`src/rtl/hwt_mon_pkg.sv`:
```
// Shared types, defaults and the reference function for the Y = D & ((A & B) | C) monitor.
package hwt_mon_pkg;

   typedef enum logic [1:0] {
      ST_IDLE  = 2'd0,
      ST_MON   = 2'd1,
      ST_ALARM = 2'd2
   } mon_state_t;

   localparam int CNT_W_DEF  = 8;
   localparam int WINDOW_DEF = 16;
   localparam int THRESH_DEF = 4;

   function automatic logic golden_y(input logic a, input logic b, input logic c, input logic d);
      return d & ((a & b) | c);
   endfunction

endpackage

```
`src/rtl/hwt_window_ctr.sv`:
```
// Block-window mismatch counter; hit fires when the current block reaches the alarm threshold.
module hwt_window_ctr
   import hwt_mon_pkg::*;
#(
   parameter int WINDOW       = WINDOW_DEF,
   parameter int ALARM_THRESH = THRESH_DEF
) (
   input  logic clk,
   input  logic rst,
   input  logic cmp_vld,
   input  logic cmp_err,
   input  logic clr,
   output logic hit
);

   localparam int IW = $clog2(WINDOW);
   localparam int EW = $clog2(WINDOW + 1);
   localparam logic [IW-1:0] IDX_LAST = IW'(WINDOW - 1);
   localparam logic [EW-1:0] THR_M1   = EW'(ALARM_THRESH - 1);

   logic [IW-1:0] win_idx;
   logic [EW-1:0] win_err;

   // clear suppresses the hit even when it lands on the threshold-reaching mismatch
   assign hit = cmp_vld & cmp_err & ~clr & (win_err == THR_M1);

   always_ff @(posedge clk or posedge rst) begin
      if (rst) begin
         win_idx <= '0;
         win_err <= '0;
      end else if (clr) begin
         win_idx <= '0;
         win_err <= '0;
      end else if (cmp_vld) begin
         if (win_idx == IDX_LAST) begin
            win_idx <= '0;
            win_err <= '0;
         end else begin
            win_idx <= win_idx + 1'b1;
            if (cmp_err) win_err <= win_err + 1'b1;
         end
      end
   end

endmodule

```
`src/rtl/hwt_output_monitor.sv`:
```
// Runtime output checker: recomputes the golden stage output, counts mismatches, raises a sticky alarm.
module hwt_output_monitor
   import hwt_mon_pkg::*;
#(
   parameter int CNT_W        = CNT_W_DEF,
   parameter int WINDOW       = WINDOW_DEF,
   parameter int ALARM_THRESH = THRESH_DEF
) (
   input  logic             clk,
   input  logic             rst,
   input  logic             en,
   input  logic             a,
   input  logic             b,
   input  logic             c,
   input  logic             d,
   input  logic             y,
   input  logic             clear,
   output logic             mismatch,
   output logic             alarm,
   output logic [CNT_W-1:0] err_cnt,
   output logic [CNT_W-1:0] sample_cnt,
   output logic [3:0]       last_vec,
   output logic [1:0]       state
);

   function automatic logic [CNT_W-1:0] sat_inc(input logic [CNT_W-1:0] v);
      return (&v) ? v : v + 1'b1;
   endfunction

   mon_state_t st_q, st_d;
   logic [3:0] vec_p0;
   logic       y_p0;
   logic       vld_p0;
   logic       cmp_err;
   logic       win_clr;
   logic       hit;

   // stage 1: capture tapped inputs and observed output
   always_ff @(posedge clk or posedge rst) begin
      if (rst) begin
         vec_p0 <= '0;
         y_p0   <= 1'b0;
         vld_p0 <= 1'b0;
      end else begin
         vld_p0 <= en;
         if (en) begin
            vec_p0 <= {a, b, c, d};
            y_p0   <= y;
         end
      end
   end

   assign cmp_err = vld_p0 & (golden_y(vec_p0[3], vec_p0[2], vec_p0[1], vec_p0[0]) != y_p0);

   // stage 2: compare against golden and update counters
   always_ff @(posedge clk or posedge rst) begin
      if (rst) begin
         mismatch   <= 1'b0;
         err_cnt    <= '0;
         sample_cnt <= '0;
         last_vec   <= '0;
      end else begin
         mismatch <= cmp_err;
         if (vld_p0) sample_cnt <= sat_inc(sample_cnt);
         if (cmp_err) begin
            err_cnt  <= sat_inc(err_cnt);
            last_vec <= vec_p0;
         end
      end
   end

   // leaving MON after the pipeline drains starts the next session with a fresh window
   assign win_clr = clear | ((st_q == ST_MON) & ~en & ~vld_p0);

   hwt_window_ctr #(
      .WINDOW       (WINDOW),
      .ALARM_THRESH (ALARM_THRESH)
   ) u_win (
      .clk     (clk),
      .rst     (rst),
      .cmp_vld (vld_p0),
      .cmp_err (cmp_err),
      .clr     (win_clr),
      .hit     (hit)
   );

   always_ff @(posedge clk or posedge rst) begin
      if (rst) st_q <= ST_IDLE;
      else     st_q <= st_d;
   end

   always_comb begin
      st_d = st_q;
      case (st_q)
         ST_IDLE:  if (en) st_d = ST_MON;
         ST_MON: begin
            if (hit)                st_d = ST_ALARM;
            else if (!en && !vld_p0) st_d = ST_IDLE;
         end
         ST_ALARM: if (clear) st_d = en ? ST_MON : ST_IDLE;
         default:  st_d = ST_IDLE;
      endcase
   end

   assign alarm = (st_q == ST_ALARM);
   assign state = st_q;

endmodule

```
`config.mk`:
```
export PLATFORM = sky130hd
export DESIGN_NAME = hwt_output_monitor
export DESIGN_NICKNAME = d
export VERILOG_FILES = /design/src/rtl/hwt_mon_pkg.sv /design/src/rtl/hwt_window_ctr.sv /design/src/rtl/hwt_output_monitor.sv
export SDC_FILE = /design/constraint.sdc
export NUM_CORES = 1
export LEC_CHECK = 0
export CORE_MARGIN = 10
export CORE_UTILIZATION = 45
export CTS_BUF_LIST = sky130_fd_sc_hd__clkbuf_2
export DETAILED_ROUTE_END_ITERATION = 7
export PLACE_DENSITY = 0.79
export SLEW_MARGIN = 20
export SYNTH_ARGS = -nofsm -noshare
export SYNTH_HDL_FRONTEND = slang
export SYNTH_HIERARCHICAL = 1
export SYNTH_SLANG_ARGS = --single-unit
```
`constraint.sdc`:
```
create_clock -name clk -period 5.85 [get_ports clk]
set_input_delay 1.17 -clock clk [delete_from_list [all_inputs] [get_ports clk]]
set_output_delay 1.17 -clock clk [all_outputs]
set_load 0.02 [all_outputs]
```
==> results.md <==
* TritonCTS clock tree: yes
* Die area at 7100 µm²
* Worst-skew pair later-pin latency at between 0.3 and 0.4 ns
* RSZ-0062 raised after global routing: no
* Root Driver: clkbuf_2
* Sequential Area at 951 µm²
* Number of flops mapped to enable cells by yosys at 0
* Drt first pass iters at 4
* Pwr/cell area at approximately 350 nW/µm²
* Multiplexer share of the synthesized area at 0.0956
* Largest net degree at the start of global routing at 30
* Synth unique cells at 42
* Remaining DRCs at 0
* Multi-input logic area at ~850 µm²
* Chip Height at between 80 and 90 µm
* Clock buffer count from CTS at 5
* Power after layout at ~0.8 mW
* DP HPWL at 2740 µm
* P_leak at about 1 nW
* R2R depth at 8
* Min Tclk post-route at around 2.9 ns
* Startpoint types: register
* CP startpoint: state[0]
* #FFs+latches synth at 38
* Max Fclk at 350 MHz
* Setup TNS at 0 ns
* Starting Density at 0.464
* Worst Tran Pin Value at ~0.8 ns
* Clock slew at reported path FFs at approximately 0.20 ns
* Hold Violations, Final at 0
* Setup ws final at 3.00 ns
* Post-layout nets at around 220
* Required time of the worst setup path at about 4.7 ns
* Antenna Diode Count at 0
* Total GRT Usage at 0.105
* Post-DR wirelength/cell at roughly 14 µm
* Outcome: complete, no violations
* Via count of the routed design at 1419
* Share of cells above drive strength 1 at 0.140
* Cells after Synth at 169
* Final Skew at 0.0191 ns
* FF-to-FF Start: vld_p0
* Post_cts resized at 0
* Main combinational cell family by area after synthesis: simple AND/OR/NAND/NOR gates
* Worst endpoint data arrival time at 1.68 ns
* First-pass GRT wire length at ~6300 µm
* Post-Route WL at between 3000 and 4000 µm
* Initial antenna violation count at 0
* Setup-failing EPs final at 0
* Post-synthesis xor/xnor area fraction at 0.0377
* Area growth syn-to-layout at 22.6%
* Post-CTS Setup Bufs at 0
* Vias per cell at 5.52
* I/O pins at 33
* Core region area at between 4000 and 5000 µm²
* Initial DRC Count at about 130
* Compound-gate portion of the synthesized area at 0.116
* Crit Path Class: register to output port
* Most frequent cells in the layout: dfrtp_1, clkdlybuf4s50_1, mux2_2, a21oi_1
* Simple-gate portion of the synthesized area at 0.179
* Clock sink count at 38
* Hold WC Path Type: register to register
* Max-cap violations at 0
* VDD IR max at roughly 220 µV
* Synth async-reset ratio at 1.00
* Slew HR at 0.458
* Final Max Tran Viols at 0
* Commonest non-fill, non-tap cell in the layout: dfrtp_1
* Ys Warns at 6
* Die extent in x at between 80 and 90 µm
* Worst-path fanout max at 6
* GPL Wtd Cong at 0.817
* Buffers on Ports at 32
* Post-Syn Area at 1860 µm²
* Fraction of the mapped netlist area in adder cells at 0.0269
* Syn Nets at between 150 and 200
* Synthesized area per cell at about 11 µm²
* Sequential cell area fraction in the yosys report at 0.512
* Row cnt at 23
* CP Capture Type: output port
* Final period util at 0.488
* CTS max path bufs at 2
* Worst setup path endpoint: alarm
* Fillers at between 300 and 400
* Worst R2R Setup Slack at 3.55 ns
* Clock H-tree levels at 2
* Worst R2R End: state[0]
* GRT overflow at 0
* Main synth FF type: dfrtp_1
* Cts hold-fix bufs at 0
* Pre-CTS setup slack at between 2 and 3 ns
* Vias in the first global route at ~1400
* Post-layout util at 0.569
* Antenna-violating nets left at 0
==> cells by family after synthesis <==
kind of cell	after synthesis
DFF	38
AOI/OAI and AO/OA	32
adders and majority gates	4
xor gates and xnor gates	8
and+or+nand+nor	56
buffers and inverters	15
muxes	16
==> where the power goes <==
group | switching (mW) | total (mW) | internal [mW]
combinational | 0.146 | 0.301 | 0.154
clock | 0.0868 | 0.114 | 0.0272
sequential | 0.0693 | 0.387 | 0.318
==> through the flow <==
| stage | std cells | hold slack (ns) | instance area (µm²) |
|---|---|---|---|
| CTS | 257 | 0.525 | 2280 |
| detailed placement | 249 | 0.493 | 2240 |
| global route | 257 | 0.555 | 2280 |
| global placement | 249 | 0.489 | 2240 |
| floorplan | 169 | 0.518 | 1860 |
| finish | 257 | 0.519 | 2280 |
==> cells in the mapped netlist, types with 2 or more instances <==
library cell,n,area [µm²]
nand3_1,9,45.0
nand2_1,11,41.3
xor2_1,6,52.6
nand4_1,10,62.6
a21oi_1,12,60.1
mux2_2,14,158
o32ai_1,2,17.5
nor2_1,4,15.0
nand2b_1,2,12.5
xnor2_1,2,17.5
mux2i_1,2,20.0
ha_1,4,50.1
clkbuf_1,2,7.51
nor3_1,5,25.0
or3_1,3,18.8
o21ai_0,8,40.0
dfrtp_1,38,951
inv_1,11,41.3
==> routing by layer <==
| metal | GRT usage | wire, µm |
|---|---|---|
| met1 | 0.132 | 1700 |
| met2 | 0.157 | 1770 |
| met3 | 0.0309 | 201 |
| met4 | 0.0594 | 29 |
| met5 | 0 | 0 |
==> worst min-delay path by stage <==
stage | startpoint | end | slack [ns] | depth (start not counted)
final | sample_cnt[7] | sample_cnt[7] | 0.52 | 1
after floorplan | u_win/win_err[4] | u_win/win_err[4] | 0.52 | 2
after CTS | sample_cnt[7] | sample_cnt[7] | 0.52 | 1
after global routing | sample_cnt[7] | sample_cnt[7] | 0.56 | 1
after global placement | sample_cnt[7] | sample_cnt[7] | 0.49 | 1
after detailed placement | last_vec[2] | last_vec[2] | 0.49 | 1
==> registers in the layout, summed over array words and instances, names as in the netlist <==
signal,count
state,2
y_p0,1
last_vec,4
mismatch,1
u_win/win_idx,4
vec_p0,4
err_cnt,8
sample_cnt,8
u_win/win_err,5
vld_p0,1
==> area by class of cell <==
type,count,area share
clock buffers,5,0.0110
inverters,11,0.0181
well taps,50,0.0275
clock inverters,3,0.00714
repair buffers,34,0.147
flip-flops and latches,38,0.418
multi-input cells,116,0.371
==> critical path: stages, from the launching register on <==
cell and delay, ns:
dfrtp_1 0.48, nor2b_1 0.18, clkdlybuf4s50_1 0.64
(Power assumes the default switching activity.)
